--- src/rtl/legv8_pkg.sv ---
// Shared LEGv8 control encodings: branch types, condition codes, NZCV bit
// positions and the branch-resolve FSM states.
package legv8_pkg;

  typedef enum logic [2:0] {
    BR_NONE  = 3'd0,
    BR_B     = 3'd1,
    BR_CBZ   = 3'd2,
    BR_CBNZ  = 3'd3,
    BR_BCOND = 3'd4,
    BR_BR    = 3'd5
  } br_type_e;

  typedef enum logic [3:0] {
    COND_EQ = 4'd0,
    COND_NE = 4'd1,
    COND_HS = 4'd2,
    COND_LO = 4'd3,
    COND_MI = 4'd4,
    COND_PL = 4'd5,
    COND_VS = 4'd6,
    COND_VC = 4'd7,
    COND_HI = 4'd8,
    COND_LS = 4'd9,
    COND_GE = 4'd10,
    COND_LT = 4'd11,
    COND_GT = 4'd12,
    COND_LE = 4'd13,
    COND_AL = 4'd14,
    COND_NV = 4'd15
  } cond_e;

  localparam int NZCV_N = 3;
  localparam int NZCV_Z = 2;
  localparam int NZCV_C = 1;
  localparam int NZCV_V = 0;

  typedef enum logic {
    ST_RUN   = 1'b0,
    ST_FLUSH = 1'b1
  } br_state_e;

  // Codes 6 and 7 are reserved and behave exactly like NONE.
  function automatic logic is_branch_type(input logic [2:0] t);
    return (t == BR_B) || (t == BR_CBZ) || (t == BR_CBNZ) ||
           (t == BR_BCOND) || (t == BR_BR);
  endfunction

endpackage

--- src/rtl/legv8_cond_eval.sv ---
// Combinational B.cond / CSEL condition evaluator: cond + NZCV -> pass.
module legv8_cond_eval
  import legv8_pkg::*;
(
  input  logic [3:0] cond,
  input  logic [3:0] flags,
  output logic       pass
);

  logic n, z, c, v;
  logic base;

  assign n = flags[NZCV_N];
  assign z = flags[NZCV_Z];
  assign c = flags[NZCV_C];
  assign v = flags[NZCV_V];

  // Even codes are the base test; odd codes invert it, except NV which is always true.
  always_comb begin
    base = 1'b0;
    case (cond[3:1])
      3'd0:    base = z;
      3'd1:    base = c;
      3'd2:    base = n;
      3'd3:    base = v;
      3'd4:    base = c & ~z;
      3'd5:    base = (n == v);
      3'd6:    base = ~z & (n == v);
      default: base = 1'b1;
    endcase
    pass = (cond[0] && (cond != COND_NV)) ? ~base : base;
  end

endmodule

--- src/rtl/legv8_branch_resolve.sv ---
// Registered MEM-stage branch resolution: decides taken/target, pulses pc_src,
// squashes wrong-path slots and keeps saturating branch statistics.
//
// state    | meaning
// ST_RUN   | accepting MEM-stage slots, resolving valid branches
// ST_FLUSH | squashing wrong-path slots; in_valid ignored until counter hits 0
module legv8_branch_resolve
  import legv8_pkg::*;
#(
  parameter int ADDR_W      = 64,
  parameter int DATA_W      = 64,
  parameter int FLUSH_DEPTH = 3,
  parameter int CNT_W       = 32
) (
  input  logic              clk,
  input  logic              rst,
  input  logic              stall,
  input  logic              in_valid,
  input  logic [2:0]        br_type,
  input  logic [3:0]        cond,
  input  logic [3:0]        flags,
  input  logic [DATA_W-1:0] operand,
  input  logic [ADDR_W-1:0] target,
  output logic              pc_src,
  output logic [ADDR_W-1:0] pc_target,
  output logic              flush,
  output logic [CNT_W-1:0]  branch_count,
  output logic [CNT_W-1:0]  taken_count
);

  localparam int FCNT_W = $clog2(FLUSH_DEPTH + 1);

  br_state_e         state;
  logic [FCNT_W-1:0] flush_cnt;
  logic              cond_pass;
  logic              is_branch;
  logic              taken;
  logic              op_zero;
  logic [ADDR_W-1:0] br_addr;
  logic [ADDR_W-1:0] next_target;

  legv8_cond_eval u_cond_eval (
    .cond  (cond),
    .flags (flags),
    .pass  (cond_pass)
  );

  generate
    if (DATA_W >= ADDR_W) begin : g_br_trunc
      assign br_addr = operand[ADDR_W-1:0];
    end else begin : g_br_zext
      assign br_addr = {{(ADDR_W-DATA_W){1'b0}}, operand};
    end
  endgenerate

  assign op_zero   = (operand == '0);
  assign is_branch = in_valid && is_branch_type(br_type);

  always_comb begin
    taken       = 1'b0;
    next_target = target;
    case (br_type)
      BR_B:     taken = 1'b1;
      BR_CBZ:   taken = op_zero;
      BR_CBNZ:  taken = ~op_zero;
      BR_BCOND: taken = cond_pass;
      BR_BR: begin
        taken       = 1'b1;
        next_target = br_addr;
      end
      default:  taken = 1'b0;
    endcase
  end

  // Stall freezes everything, including a pc_src pulse that is already high.
  always_ff @(posedge clk or negedge rst) begin
    if (!rst) begin
      state        <= ST_RUN;
      flush_cnt    <= '0;
      pc_src       <= 1'b0;
      pc_target    <= '0;
      flush        <= 1'b0;
      branch_count <= '0;
      taken_count  <= '0;
    end else if (!stall) begin
      pc_src <= 1'b0;
      case (state)
        ST_RUN: begin
          if (is_branch) begin
            if (~&branch_count) branch_count <= branch_count + CNT_W'(1);
            if (taken) begin
              if (~&taken_count) taken_count <= taken_count + CNT_W'(1);
              pc_src    <= 1'b1;
              pc_target <= next_target;
              flush     <= 1'b1;
              flush_cnt <= FCNT_W'(FLUSH_DEPTH);
              state     <= ST_FLUSH;
            end
          end
        end
        ST_FLUSH: begin
          flush_cnt <= flush_cnt - FCNT_W'(1);
          if (flush_cnt == FCNT_W'(1)) begin
            flush <= 1'b0;
            state <= ST_RUN;
          end
        end
        default: begin
          state <= ST_RUN;
          flush <= 1'b0;
        end
      endcase
    end
  end

endmodule
--- config.mk ---
export PLATFORM = sky130hd
export DESIGN_NAME = legv8_branch_resolve
export DESIGN_NICKNAME = d
export VERILOG_FILES = /design/src/rtl/legv8_pkg.sv /design/src/rtl/legv8_cond_eval.sv /design/src/rtl/legv8_branch_resolve.sv
export SDC_FILE = /design/constraint.sdc
export NUM_CORES = 1
export LEC_CHECK = 0
export ABC_AREA = 1
export BUFFER_PORTS_ARGS = -buffer_cell sky130_fd_sc_hd__buf_2
export CAP_MARGIN = 20
export CELL_PAD_IN_SITES_DETAIL_PLACEMENT = 0
export CELL_PAD_IN_SITES_GLOBAL_PLACEMENT = 1
export CORE_MARGIN = 10
export CORE_UTILIZATION = 33
export DETAILED_ROUTE_END_ITERATION = 7
export HOLD_SLACK_MARGIN = 0.02
export PLACE_DENSITY = 0.85
export SYNTH_ARGS = -nofsm -noshare
export SYNTH_HDL_FRONTEND = slang
export SYNTH_SLANG_ARGS = --single-unit
--- constraint.sdc ---
create_clock -name clk -period 1.75 [get_ports clk]
set_clock_uncertainty 0.15 [all_clocks]
set_input_delay 0.175 -clock clk [delete_from_list [all_inputs] [get_ports clk]]
set_output_delay 0.175 -clock clk [all_outputs]
set_load 0.02 [all_outputs]
## Yosys cells after proc, flatten, opt, wreduce, memory -nomap -nowiden

Index checks and enable logic that the tools add are counted.

| word-level totals | value |
|---|---|
| bits in registers | 133 |
| output and inout bits | 130 |
| word-level logic and storage cells | 68 |

| cells by class | value |
|---|---|
| $add $sub $neg | 3 |
| eq/ne operators | 17 |
| multiplexer cells | 16 |
| bitwise operators | 9 |
| reduce and logical (&&, ||, !) cells | 16 |

Operators by type and width:

| cell | count |
|---|---|
| 32-bit by 1-bit adder with 32-bit output (second input constant) | 2 |
| 64-bit zero test | 1 |
| 64-bit two-way mux | 1 |
| 32-bit AND reduction | 2 |
| 3-bit == test (second input constant) | 5 |
| 3-bit by 2-bit == test with 1-bit output (second input constant) | 4 |
| 4-bit AND reduction | 3 |
| 1-bit two-way mux | 8 |
| 1-bit NOT | 7 |
| 1-bit case mux with 7 select lines | 1 |
| 3-bit by 1-bit == test with 1-bit output (second input constant) | 2 |
| 5-bit AND reduction | 1 |
| 1-bit logical OR | 4 |
| 2-bit two-way mux | 2 |
| 2-bit inequality test (second input constant) | 2 |
| 4-bit inequality test (second input constant) | 1 |
| 1-bit case mux with 2 select lines | 2 |
| 1-bit case mux with 4 select lines | 1 |
| 2-bit case mux with 2 select lines | 1 |
| 3-bit zero test | 1 |
| 3-bit AND reduction | 1 |
| 1-bit bitwise AND | 2 |
| 2-bit by 1-bit == test with 1-bit output (second input constant) | 1 |
| 1-bit logical AND | 2 |
| other kinds (4) | 4 |

## Depth between registers and ports, before layout

Gate-level depths: netlist of the first run.

| depth | value |
|---|---|
| depth in word-level cells | 9 |
| mapped depth | 14 |

## By module

A second synthesis of the first run with hierarchy kept.

| unflattened totals | value |
|---|---|
| cell total of the unflattened synthesis | 946 |
| area, all modules | 7479.7 µm² |

Modules (own cells, without submodules):

| module | instances | cells an instance | area each (µm²) | seq. area each (µm²) |
|---|---|---|---|---|
| legv8_branch_resolve | 1 | 918 | 7357.1 | 3328.2 |
| legv8_cond_eval | 1 | 28 | 122.6 | 0.0 |

## Least setup slack after synthesis of the first run

Ideal clock, no wire load.

| timing path | value |
|---|---|
| path type | flip-flop to flip-flop |
| start point | register taken_count[1] |
| end point | register taken_count[3] |
| setup time | 0.118 ns |
| arrival time | 1.754 ns |
| slack | -0.271 ns |
| cell stages (with the launch flop) | 12 |
| buffers on the path | 2 |
| clock period less this slack | 2.021 ns |
| cell sequence | dfrtp_1 ha_1 nand3_2 inv_2 nand2_2 nor2_2 nand2_1 and3_1 buf_6 buf_2 nand3_1 nand2_1 |

| on the way | value |
|---|---|
| longest elaborated chain between the ends | 3 |
| elaborated cells between the ends (all ways) | 4 |

Ends and longest elaborated chain:

| what | line | RTL |
|---|---|---|
| from (decl) | legv8_branch_resolve.sv:28 | `output logic [CNT_W-1:0] taken_count` |
| from (signal assigned) | legv8_branch_resolve.sv:92 | `if (~&taken_count) taken_count <= taken_count + CNT_W'(1);` |
| parallel branches: the longest is 3 deep, another holds 32-bit by 1-bit adder with 32-bit output | -- |  |

Parallel ways; which one is timed is not known.
A chain may end at the register's enable or synchronous reset.

## Worst setup path after layout of the first run

| timing path | value |
|---|---|
| start point | register taken_count[16] |
| end point | register taken_count[30] |

Same word-level chain as after synthesis.

==> flow_metrics.env, run 1 <==
export IMPL_start_util=0.335
export IMPL_violations="hold timing, setup timing"
export IMPL_drv_slew=0
export IMPL_dpl_worst_slack_ps=-326
export IMPL_netlist_instances=910
export IMPL_end_kind="flip-flop"
export IMPL_grt_max_degree=50
export IMPL_seq_area_um2=3340
export IMPL_swShare=0.372
export IMPL_ir_worst_vdd_v=0.000574
export IMPL_grt_pass1_wl_mm=48.5
export IMPL_multi_input_area_um2=4810
export IMPL_finalWorstSetupSlack_ps=-215
export IMPL_syn_cell_area_um2=7560
export IMPL_htreeDepth=4
export IMPL_critPathMaxFanout=2
export IMPL_status="finished with violations"
export IMPL_wire_per_inst_um=18.8
export IMPL_grt_pass1_vias=9256
export IMPL_relSlewSlack=0.721
export IMPL_clock_latency_ps=420
export IMPL_cts_num_sinks=133
export IMPL_antenna_found_initial=5
export IMPL_tritoncts="done"
export IMPL_area_growth_pct=87.0
export IMPL_via_per_inst=5.01
export IMPL_p_per_area_nw_per_um2=939
export IMPL_start_kind="flip-flop"
export IMPL_setup_violations_final=64
export IMPL_clkSlewWorstSetupHoldPaths_ps=60
export IMPL_die_x_um=171
export IMPL_crit_arrival_ps=2170
export IMPL_worst_pin_slew_ps=407
export IMPL_numCtsBuffers=17
export IMPL_postSynthNetCount=1056
export IMPL_layout_nets=1672
export IMPL_drv_cap=0
export IMPL_path_class="reg -> reg"
export IMPL_die_area_um2=29400
export IMPL_dp_hpwl_mm=21.3
export IMPL_gp_congestion=0.903
export IMPL_hold_violations=1
export IMPL_p_int_w=0.00833
export IMPL_fin_crit_sh=1.12
export IMPL_reg2reg_depth=9
export IMPL_fill_cells=1741
export IMPL_cp_required_ps=1950
export IMPL_clock_fmax_mhz=509
export IMPL_ios=273
export IMPL_p_clk_frac=0.293
export IMPL_hold_path_class="in -> reg"
export IMPL_rsz0062_at_grt="yes"
export IMPL_yosysWarnings=0
export IMPL_avgSynthCellArea_um2=8.31
export IMPL_port_buffers=272
export IMPL_grt_use_total=0.208
export IMPL_p_switching_w=0.00494
export IMPL_synth_seq_cells=133
export IMPL_power_frac_comb=0.378
export IMPL_fin_crit_ps=1970
export IMPL_whs_ps=-20.8
export IMPL_rows=55
export IMPL_clockRootBuffer="clkbuf_16"
export IMPL_yosysUniqueCellTypes=30
export IMPL_drtIter0Drc=636
export IMPL_routed_via_count=9158
export IMPL_drcViolationCount=0
export IMPL_dieHeight_um=171
export IMPL_cts_buffer_depth=2
export IMPL_gr_total_overflow=0
export IMPL_p_total_w=0.0133
export IMPL_drt_wl_total_mm=34.4
export IMPL_min_path_cells=3
export IMPL_drtAntennaViolNets=0
export IMPL_firstDrtPassIters=5
export IMPL_seq_power_share=0.329
export IMPL_drive_above_1_share=0.503
export IMPL_p_leak_nw=7.09
export IMPL_yosysSeqAreaShare=0.440
export IMPL_core_um2=22600
-- area by class of cell --
type / instances / share of cell area
flip-flops and latches: 133 / 0.236
repair buffers: 624 / 0.339
clock inverters: 10 / 0.0103
diodes: 4 / 0.000708
inverters: 44 / 0.0132
multi-input cells: 705 / 0.340
clock buffers: 22 / 0.0342
repair inverters: 1 / 0.00115
well taps: 285 / 0.0252
-- through the flow --
stage / area (um^2) / instances / TNS (ps) / util
6_report: 14100 / 1828 / -6560 / 0.626
5_1_grt: 14100 / 1827 / -12330 / 0.626
4_1_cts: 13000 / 1792 / -3720 / 0.576
3_5_place_dp: 10600 / 1616 / -33150 / 0.471
3_3_place_gp: 10600 / 1616 / -31520 / 0.471
2_1_floorplan: 7630 / 910 / -4020 / -
-- power groups by stage --
| stage | logic [W] | clock network [W] | registers [W] |
|---|---|---|---|
| 2_1_floorplan | 0.00128 | 0 | 0.00540 |
| 5_1_grt | 0.00537 | 0.00409 | 0.00446 |
| 4_1_cts | 0.00465 | 0.00391 | 0.00434 |
| 3_5_place_dp | 0.00423 | 0 | 0.00437 |
| 6_report | 0.00501 | 0.00389 | 0.00437 |
| 3_3_place_gp | 0.00413 | 0 | 0.00435 |
-- repair_timing --
item	in CTS	in global routing
buffers inserted	17	33
pin swaps	22	52
setup endpoints to repair	64	131
gates cloned	7	11
hold endpoints to repair	201	20
resized for setup	75	166
hold buffers	121	20
-- cell usage after synthesis (all sizes together) --
library cell,count,share of area
o21ai,76,0.065
ha,3,0.0050
a31oi,1,0.00083
inv,44,0.022
nor4,9,0.0083
nand2,273,0.14
nand4,21,0.017
o31ai,1,0.00099
o21a,1,0.00099
dfrtp,133,0.44
xnor2,25,0.029
nand3,60,0.042
buf,29,0.032
mux2i,63,0.083
xor2,34,0.039
and3,1,0.00083
nor3,25,0.019
clkbuf,5,0.0025
nor2,106,0.054
-- layout by cell type (no fill, tap or decap), types with 3 or more instances in the layout --
cell type / count
buf_2: 271
nand2_1: 221
buf_4: 194
dfrtp_1: 121
dlygate4sd3_1: 116
nor2_1: 63
mux2i_1: 59
o21ai_1: 39
nand2_2: 36
o21ai_2: 35
inv_1: 32
xor2_1: 32
nand3_2: 31
nor2_2: 28
clkbuf_16: 26
nand3_1: 23
buf_12: 23
nand4_1: 21
xnor2_1: 18
nor2_4: 15
nand2_4: 12
dfrtp_2: 12
nor3_2: 10
nand2_8: 10
inv_2: 9
nor3_1: 9
buf_6: 9
xnor2_2: 7
nor3_4: 6
nand3_4: 6
nor4_2: 5
diode_2: 4
nor4_1: 4
clkbuf_8: 4
mux2i_2: 3
clkinv_4: 3
bufinv_16: 3
-- flip-flops by register name (all words and copies together), names as in the netlist --
name / flops
flush_cnt: 2
taken_count: 32
pc_target: 64
state: 1
branch_count: 32
flush: 1
pc_src: 1
-- per-layer routing --
metal / vias to the layer above / track usage / share of wire
met5: - / 0 / 0.00038
met3: 133 / 0.0438 / 0.060
met4: 2 / 0.113 / 0.052
met1: 4383 / 0.244 / 0.40
met2: 397 / 0.348 / 0.49
li1: 4243 / - / -
-- final timing paths --
check / startpoint / end / slack (ps)
max: taken_count[16]$_DFFE_PN0P_ / taken_count[30]$_DFFE_PN0P_ / -220
min: operand[25] / pc_target[25]$_DFFE_PN0P_ / -20
max reg2reg: taken_count[16]$_DFFE_PN0P_ / taken_count[30]$_DFFE_PN0P_ / -220
min reg2reg: pc_target[33]$_DFFE_PN0P_ / pc_target[33]$_DFFE_PN0P_ / 330
max in group asynchronous: rst / taken_count[26]$_DFFE_PN0P_ / 760
min in group asynchronous: rst / pc_target[14]$_DFFE_PN0P_ / 60
-- worst max-delay path: stages, from the launching register on --
cell and delay (ps):
dfrtp_1 380, inv_2 70, buf_4 140, nor3_2 220
nand4_1 230, nor3_1 190, nand2_1 110, xnor2_1 240
nand3_2 100, nand2_2 70
-- cell families after synthesis --
group | after synthesis | share of synthesized area
and+or+nand+nor | 495 | 0.279
buffers and inverters | 78 | 0.0563
xor gates and xnor gates | 59 | 0.0683
AOI/OAI and AO/OA | 79 | 0.0675
muxes | 63 | 0.0834
DFF | 133 | 0.440
adders and majority gates | 3 | 0.00496
No activity file was read; power rests on OpenSTA's default activity.
==> run 2, diff against run 1 <==
Settings changed: CORE_UTILIZATION 33 to 34, CTS_BUF_LIST set to sky130_fd_sc_hd__clkbuf_8, PLACE_DENSITY 0.85 to 0.87.
==> run 2 against run 1 <==
The flow still finishes with violations (hold timing, setup timing). Core utilization down 0.40 points. Power down 8.9%. Count of clock-buffer cells in the layout down 3.
==> flow_metrics.env, run 2 (synthesis results as in run 1) <==
export IMPL_status="finished with violations"
export IMPL_dieHeight_um=169
export IMPL_drt_wl_total_mm=33.5
export IMPL_p_per_area_nw_per_um2=890
export IMPL_layout_nets=1685
export IMPL_dp_hpwl_mm=21.8
export IMPL_rows=54
export IMPL_path_buf_inv=3
export IMPL_hp_start="operand[32]"
export IMPL_htreeDepth=4
export IMPL_area_growth_pct=79.7
export IMPL_seq_area_um2=3340
export IMPL_rsz0062_at_grt="yes"
export IMPL_ios=273
export IMPL_final_common_cell="buf_2"
export IMPL_grt_use_total=0.207
export IMPL_relSlewSlack=0.754
export IMPL_tritoncts="done"
export IMPL_ir_worst_vdd_v=0.000613
export IMPL_clockRootBuffer="clkbuf_8"
export IMPL_fin_crit_sh=1.09
export IMPL_largest_reg_flops=64
export IMPL_via_per_inst=4.96
export IMPL_wire_per_inst_um=18.2
export IMPL_layout_common_cells="271 x buf_2, 245 x nand2_1, 205 x buf_4"
export IMPL_min_path_cells=4
export IMPL_drive_above_1_share=0.460
export IMPL_reg2reg_slack_ps=-160
export IMPL_critPathMaxStageDelay_ps=380
export IMPL_firstDrtPassIters=5
export IMPL_multi_input_area_um2=4360
export IMPL_hold_path_class="in -> reg"
export IMPL_p_total_w=0.0121
export IMPL_routed_via_count=9119
export IMPL_top_regs="pc_target: 64 flops, branch_count: 32 flops, taken_count: 32 flops"
export IMPL_r2r_end="branch_count[6]$_DFFE_PN0P_"
export IMPL_clkSlewWorstSetupHoldPaths_ps=100
export IMPL_fill_cells=1774
export IMPL_critPathMaxFanout=8
export IMPL_end_kind="flip-flop"
export IMPL_p_leak_nw=7.00
export IMPL_gp_congestion=0.948
export IMPL_gr_total_overflow=0
export IMPL_clock_fmax_mhz=524
export IMPL_drcViolationCount=0
export IMPL_crit_slowest_cell="dfrtp_2"
export IMPL_drv_slew=0
export IMPL_reg2reg_depth=12
export IMPL_placed_cells=1627
export IMPL_numCtsBuffers=17
export IMPL_final_cell_count_no_fill=1840
export IMPL_finalWorstSetupSlack_ps=-158
export IMPL_reg2reg_from="branch_count[2]$_DFFE_PN0P_"
export IMPL_fin_crit_ps=1910
export IMPL_clock_latency_ps=460
export IMPL_start_util=0.346
export IMPL_violations="hold timing, setup timing"
export IMPL_core_um2=21800
export IMPL_hold_violations=2
export IMPL_utilization=0.622
export IMPL_antenna_found_initial=7
export IMPL_largest_register="pc_target"
export IMPL_drtAntennaViolNets=0
export IMPL_hold_path_end="pc_target[32]$_DFFE_PN0P_"
export IMPL_crit_arrival_ps=2110
export IMPL_critPathTopFamily="simple AND/OR/NAND/NOR gates"
export IMPL_grt_max_degree=56
export IMPL_whs_ps=-37.8
export IMPL_path_cells="nand2_2, nor2_4, nand2_4, inv_2, nand2_2, nor2_2, nand4_1, nand3_1, buf_6, clkbuf_16, nor2_4, xor2_1"
export IMPL_drtIter0Drc=657
export IMPL_start_kind="flip-flop"
export IMPL_tns_ps=-6340
export IMPL_die_x_um=169
export IMPL_path_class="reg -> reg"
export IMPL_port_buffers=272
export IMPL_grt_pass1_wl_mm=47.7
export IMPL_cts_num_sinks=133
export IMPL_setup_violations_final=64
export IMPL_worst_pin_slew_ps=366
export IMPL_cp_required_ps=1950
export IMPL_drv_cap=0
export IMPL_grt_pass1_vias=9188
export IMPL_cts_buffer_depth=2
export IMPL_die_area_um2=28600
run 2: per-stage QoR:
stage               area [um^2]  worst slack, ps  hold slack (ps)
floorplan                  7630             -113             -271
global placement          10700             -324            -95.2
detailed placement        10700             -319            -90.2
CTS                       12700            -92.4             52.3
global route              13600             -259             19.7
finish                    13600             -158            -37.8
run 2: area by class of cell:
type	count	area share
well taps	280	0.0258
inverters	44	0.0131
clock buffers	19	0.0193
repair buffers	641	0.361
diodes	8	0.00147
multi-input cells	701	0.321
clock inverters	13	0.0117
flip-flops and latches	133	0.246
repair inverters	1	0.000461
run 2: timing repair:
action / in CTS / in global routing
buffers inserted: 9 / 23
setup endpoints to repair: 62 / 128
pin swaps: 11 / 34
cloned: 2 / 12
hold buffers: 130 / 27
hold endpoints to repair: 201 / 27
gates resized for setup: 39 / 121
run 2: metal layers:
metal  up-vias  routed length [um]  global-route usage
li1       4272                   -                   -
met1      4341               12700               0.233
met2       377               16800               0.357
met3       129                2240              0.0567
met4         0                1650              0.0991
met5         -                   0                   0
run 2: worst max path at each step:
stage                                     start                          end  slack (ps)  cells past startpoint
CTS                 branch_count[5]$_DFFE_PN0P_  branch_count[3]$_DFFE_PN0P_         -90                     12
finish              branch_count[2]$_DFFE_PN0P_  branch_count[6]$_DFFE_PN0P_        -160                     12
global placement                    operand[29]    pc_target[19]$_DFFE_PN0P_        -320                     14
detailed placement                  operand[49]    pc_target[23]$_DFFE_PN0P_        -320                     14
global route        branch_count[3]$_DFFE_PN0P_  branch_count[4]$_DFFE_PN0P_        -260                     12
floorplan            taken_count[1]$_DFFE_PN0P_  taken_count[15]$_DFFE_PN0P_        -110                     11
run 2: worst register-to-register path, cell delays in order, from the launching register on:
cell and delay, ps:
dfrtp_2 380, nand2_2 90, nor2_4 160, nand2_4 60, inv_2 70, nand2_2 60, nor2_2 100, nand4_1 100
nand3_1 100, buf_6 190, clkbuf_16 180, nor2_4 40, xor2_1 130
run 2: power by group:
part           internal (W)  switching, W  total [W]
clock               0.00139       0.00144    0.00283
sequential          0.00389      0.000479    0.00437
combinational       0.00195       0.00294    0.00489
